===== src/rtl/clk_speed_ctrl.sv =====
// clk_speed_ctrl: speed-select controller for the DigitalClock 1 Hz divider.
// Two raw push-buttons step through five speed levels (x1..x10000). The controller
// drives the divider's one-hot quick code and reverts to x1 after TIMEOUT_TICKS
// divided-clock ticks with no button activity.
//
// Ports:
//   clk         system clock
//   rst         asynchronous active-high reset
//   btn_up      raw faster button, active-high, asynchronous
//   btn_down    raw slower button, active-high, asynchronous
//   tick_in     divider output square wave, asynchronous level
//   quick       registered one-hot speed code (0000=x1, 1000=x10 ... 0001=x10000)
//   level       current level index 0..4
//   changed     one-cycle pulse on every level change
//   timeout_hit one-cycle pulse when the auto-revert fires
//
// Build option: define CLK_SPEED_WRAP_EN to make up at L4 wrap to L0 and down at
// L0 wrap to L4; otherwise the level saturates at both ends.
module clk_speed_ctrl #(
  parameter int unsigned DEBOUNCE_CYCLES = 500000,
  parameter int unsigned TIMEOUT_TICKS   = 60
) (
  input  logic       clk,
  input  logic       rst,
  input  logic       btn_up,
  input  logic       btn_down,
  input  logic       tick_in,
  output logic [3:0] quick,
  output logic [2:0] level,
  output logic       changed,
  output logic       timeout_hit
);

  localparam int unsigned CntW = 20;
  localparam logic [CntW-1:0] DbLast = CntW'(DEBOUNCE_CYCLES - 1);
  localparam logic [7:0] ToLast = 8'(TIMEOUT_TICKS - 1);
  localparam bit TimeoutEn = (TIMEOUT_TICKS != 0);

  typedef enum logic [2:0] {StL0, StL1, StL2, StL3, StL4} level_e;

  // Index 0 = up, index 1 = down.
  logic [1:0]      btn_meta_q, btn_sync_q;
  logic [1:0]      db_q, db_d, db_prev_q, press_q;
  logic [CntW-1:0] db_cnt_q [2];
  logic [CntW-1:0] db_cnt_d [2];
  // tick_q[0..1] synchroniser, tick_q[2] previous synced value for edge detect.
  logic [2:0]      tick_q;
  logic            tick_rise;

  level_e     state_q, state_d;
  logic [7:0] to_cnt_q, to_cnt_d;
  logic [3:0] quick_q, quick_d;
  logic       changed_q, timeout_q, timeout_d;

  function automatic level_e step_up(level_e s);
    level_e r;
    unique case (s)
      StL0:    r = StL1;
      StL1:    r = StL2;
      StL2:    r = StL3;
      StL3:    r = StL4;
`ifdef CLK_SPEED_WRAP_EN
      StL4:    r = StL0;
`else
      StL4:    r = StL4;
`endif
      default: r = StL0;
    endcase
    return r;
  endfunction

  function automatic level_e step_dn(level_e s);
    level_e r;
    unique case (s)
`ifdef CLK_SPEED_WRAP_EN
      StL0:    r = StL4;
`else
      StL0:    r = StL0;
`endif
      StL1:    r = StL0;
      StL2:    r = StL1;
      StL3:    r = StL2;
      StL4:    r = StL3;
      default: r = StL0;
    endcase
    return r;
  endfunction

  // Debounce: a new level is taken only after DEBOUNCE_CYCLES consecutive mismatches.
  always_comb begin
    for (int i = 0; i < 2; i++) begin
      db_d[i]     = db_q[i];
      db_cnt_d[i] = '0;
      if (btn_sync_q[i] != db_q[i]) begin
        if (db_cnt_q[i] == DbLast) begin
          db_d[i] = btn_sync_q[i];
        end else begin
          db_cnt_d[i] = db_cnt_q[i] + CntW'(1);
        end
      end
    end
  end

  assign tick_rise = tick_q[1] & ~tick_q[2];

  always_comb begin
    state_d   = state_q;
    to_cnt_d  = to_cnt_q;
    timeout_d = 1'b0;
    if (press_q[0] || press_q[1]) begin
      // Any accepted press restarts the idle count, even when ignored or saturated,
      // and wins over a timeout-reaching tick in the same cycle.
      to_cnt_d = '0;
      if (press_q[0] && !press_q[1]) begin
        state_d = step_up(state_q);
      end else if (press_q[1] && !press_q[0]) begin
        state_d = step_dn(state_q);
      end
    end else if (state_q == StL0) begin
      to_cnt_d = '0;
    end else if (tick_rise && TimeoutEn) begin
      if (to_cnt_q == ToLast) begin
        state_d   = StL0;
        timeout_d = 1'b1;
        to_cnt_d  = '0;
      end else begin
        to_cnt_d = to_cnt_q + 8'(1);
      end
    end
  end

  // quick is registered from the next level so it updates with level, glitch-free.
  always_comb begin
    quick_d = 4'b0000;
    unique case (state_d)
      StL1:    quick_d = 4'b1000;
      StL2:    quick_d = 4'b0100;
      StL3:    quick_d = 4'b0010;
      StL4:    quick_d = 4'b0001;
      default: quick_d = 4'b0000;
    endcase
  end

  always_ff @(posedge clk or posedge rst) begin
    if (rst) begin
      btn_meta_q <= '0;
      btn_sync_q <= '0;
      tick_q     <= '0;
      db_q       <= '0;
      db_prev_q  <= '0;
      press_q    <= '0;
      for (int i = 0; i < 2; i++) db_cnt_q[i] <= '0;
      state_q    <= StL0;
      to_cnt_q   <= '0;
      quick_q    <= '0;
      changed_q  <= 1'b0;
      timeout_q  <= 1'b0;
    end else begin
      btn_meta_q <= {btn_down, btn_up};
      btn_sync_q <= btn_meta_q;
      tick_q     <= {tick_q[1:0], tick_in};
      db_q       <= db_d;
      db_prev_q  <= db_q;
      press_q    <= db_q & ~db_prev_q;
      for (int i = 0; i < 2; i++) db_cnt_q[i] <= db_cnt_d[i];
      state_q    <= state_d;
      to_cnt_q   <= to_cnt_d;
      quick_q    <= quick_d;
      changed_q  <= (state_d != state_q);
      timeout_q  <= timeout_d;
    end
  end

  assign quick       = quick_q;
  assign level       = state_q;
  assign changed     = changed_q;
  assign timeout_hit = timeout_q;

endmodule


===== config.mk =====
export PLATFORM = sky130hd
export DESIGN_NAME = clk_speed_ctrl
export DESIGN_NICKNAME = d
export VERILOG_FILES = /design/src/rtl/clk_speed_ctrl.sv
export SDC_FILE = /design/constraint.sdc
export NUM_CORES = 1
export LEC_CHECK = 0
export ABC_AREA = 0
export BUFFER_PORTS_ARGS = -buffer_cell sky130_fd_sc_hd__buf_4
export CORE_ASPECT_RATIO = 0.7
export CORE_MARGIN = 2
export CORE_UTILIZATION = 35
export CTS_CLUSTER_DIAMETER = 150
export DETAILED_ROUTE_END_ITERATION = 6
export HOLD_SLACK_MARGIN = 0.06
export PLACE_DENSITY = 0.58
export SETUP_SLACK_MARGIN = 0.02
export SLEW_MARGIN = 20
export SYNTH_ARGS = -nofsm -noshare
export SYNTH_HDL_FRONTEND = slang
export SYNTH_SLANG_ARGS = --single-unit

===== constraint.sdc =====
create_clock -name clk -period 4.8 [get_ports clk]
set_input_delay 0.24 -clock clk [delete_from_list [all_inputs] [get_ports clk]]
set_output_delay 0.24 -clock clk [all_outputs]
set_load 0.02 [all_outputs]

==> summary.md <==
| Metric | Value |
|---|---|
| Cell area after synthesis | 3380 sq um |
| Largest net degree at the start of global routing | 71 |
| CTS tree | done |
| 1st-iter DRT viols | 129 |
| Die X | 121 um |
| Root Driver | clkbuf_16 |
| Post-synth top area share | 51.8% |
| Synth area leader | dfrtp_1 |
| Final nets | 371 |
| Initial antenna violation count | 0 |
| Clk_skew | 0.00992 ns |
| Switching Fraction | 21.6% |
| Share of cells above drive strength 1 | 10.6% |
| Static leakage | 1.58 nW |
| Top_reg_cell synth | dfrtp_1 |
| TritonRoute pass-1 iters | 4 |
| CP Data Arrival Time | 2.41 ns |
| Clock Path Buffers | 2 |
| Final Hold Fails | 0 |
| Syn Inst Count | 345 |
| RSZ-0062 raised after global routing | no |
| Combinational share of power | 2.7% |
| Period Utilization, post-route | 44.9% |
| Vias in the first global route | 2410 |
| Final setup TNS | 0 ns |
| Maximum VDD drop | 189 uV |
| Asr flop ratio synth | 100% |
| Most frequent cells after synthesis | dfrtp_1 (70), nor2_1 (35), nand3_1 (25), nand2_1 (24), a21oi_1 (21) |
| Die height | 86.2 um |
| Routed len/inst | 13.3 um |
| Crit-path max FO | 7 |
| Postcts setup bufs | 0 |
| Max Slew Vio Count | 0 |
| Die Area | 10500 sq um |
| Core Area | 9220 sq um |
| Area after DPL | 3610 sq um |
| PD cells | 316 nW/um^2 |
| Remaining DRCs | 0 |
| GR Util All Layers | 14.1% |
| Worst slew pin tran | 0.863 ns |
| Netlist cell types | 46 |
| Yosys reg bits | 70 |
| PnR worst setup slack | 2.64 ns |
| Synth top area cells | dfrtp_1 (52%), nor2_1 (3.9%), xnor2_1 (3.9%) |
| Initial core utilization | 36.7% |
| Internal Pwr Total | 0.969 mW |
| Min-Delay Path Class | in2async |
| Diode count | 0 |
| Synth Warn # | 0 |
| FMAX | 0.464 GHz |
| Rows | 29 |
| Synthesized net count | 353 |
| Sequential area share after synthesis | 51.8% |
| Count leader, synth | dfrtp_1 |
| Run status | finished, final reports clean |
| DP HPWL | 4260 um |
| Avg Cell Area, Syn | 9.80 sq um |
| I/O Buffers | 13 |
| # IOs | 14 |
| Synth-to-Final Area Change | 15.6% |
| Num Clock Sinks | 70 |
| Worst skew pair latency | 0.33 ns |
| Worst Setup Start Kind | flop |
| CP Capture Type | flop |
| Fillers | 930 |
| Worst slack at placement | 2.65 ns |
| Rel. slew slack | 42.4% |
| Clock slew at the register clock pins of the worst setup and hold paths | 0.06 ns |
| Clock network power share | 48.4% |
| ANT nets after route | 0 |
| NetSw | 0.266 mW |
| Vias | 2593 |
| Final Setup Violations | 0 |
| CP required | 5.06 ns |
| CP Class | reg2reg |
| First-pass GRT wire length | 11600 um |
| Final Critical Period | 2.16 ns |
| Vias per cell | 5.27 |
| CTS H-Tree Depth | 3 |
| Gr ovfl total | 0 |
| Final WL | 6550 um |
| Tot Pwr | 1.24 mW |
| GPL Wtd Cong | 0.812 |
| Total CTS buffers | 9 |
| Post-synth EDFFs | 0 |
| Fin area | 3910 sq um |
| Flop pwr share | 48.9% |
| Dpl cells | 473 |
| Finished Layout Cells | 492 |
| MaxCap Viol Count | 0 |
[final cells by class]
type / count / area [sq um] / share of cell area (%)
clock inverters: 4 / 22.5 / 0.576
inverters: 11 / 41.3 / 1.06
flip-flops and latches: 70 / 1750 / 44.8
multi-input cells: 252 / 1540 / 39.4
clock buffers: 12 / 246 / 6.31
well taps: 124 / 155 / 3.97
repair buffers: 19 / 150 / 3.84
[path summary, 6_finish.rpt]
kind | startpoint | end | slack [ns] | cells past startpoint
max | db_cnt_q[20] | db_cnt_q[38] | 2.64 | 5
min | rst | quick[2] | 0.17 | 3
max reg2reg | db_cnt_q[20] | db_cnt_q[38] | 2.64 | 5
min reg2reg | btn_meta_q[1] | btn_sync_q[1] | 0.35 | 0
max in group asynchronous | rst | db_cnt_q[0] | 4.07 | 3
min in group clk | btn_meta_q[1] | btn_sync_q[1] | 0.35 | 0
[per-stage QoR]
step	hold WS (ns)	util [%]
2_1_floorplan	0.271	-
3_3_place_gp	0.334	39.2
3_5_place_dp	0.339	39.2
4_1_cts	0.206	42.4
5_1_grt	0.260	42.4
6_report	0.171	42.4
[state kept, by name, indices dropped and copies added, names as in the netlist]
register	count
db_cnt_q	40
to_cnt_q	8
tick_q	3
quick	4
changed	1
db_prev_q	2
timeout_hit	1
db_q	2
btn_sync_q	2
press_q	2
btn_meta_q	2
level	3
[power by group through the flow]
| stage | Combinational (mW) | Sequential (mW) | Clock [mW] |
|---|---|---|---|
| finish | 0.0340 | 0.604 | 0.598 |
| global route | 0.0394 | 0.605 | 0.647 |
| CTS | 0.0356 | 0.604 | 0.622 |
| detailed placement | 0.0336 | 0.614 | 0 |
| global placement | 0.0330 | 0.614 | 0 |
| floorplan | 0.0220 | 0.613 | 0 |
[logic make-up (layout without fill, tap and decap cells)]
logic type	after synthesis	count (layout)	share of synthesized area (%)
and+or+nand+nor	156	156	24.6
muxes	7	7	2.18
xor gates and xnor gates	25	25	6.48
adders and majority gates	3	3	1.11
DFF	70	70	51.8
AOI/OAI and AO/OA	61	61	11.2
buffers and inverters	23	46	2.63
[critical path: stages, from the launching register on]
cell and delay (ns):
dfrtp_1 0.40, ha_1 0.24, nand4_1 0.12, or4_1 0.66
or4_1 0.50, a21oi_1 0.15
[cells in the final DEF, fill, tap and decap left out, types with 9 or more instances in the layout]
cell and n:
dfrtp_1 70, nor2_1 35, nand3_1 25, nand2_1 24
a21oi_1 21, buf_4 16, xnor2_1 15, o21ai_0 14
inv_1 10, nand4_1 10, xor2_1 10, nor3_1 9
clkbuf_16 9
[layer usage]
layer | track usage [%] | share of wire (%)
met4 | 7.00 | 1.1
met2 | 18.7 | 41
met5 | 0 | 0
met3 | 4.41 | 4.2
met1 | 20.5 | 54
[timing repair]
item	in CTS	in global routing
hold buffers	3	0
hold endpoints to repair	3	0
resized for setup	0	0
Power figures use the tool's default switching activity.
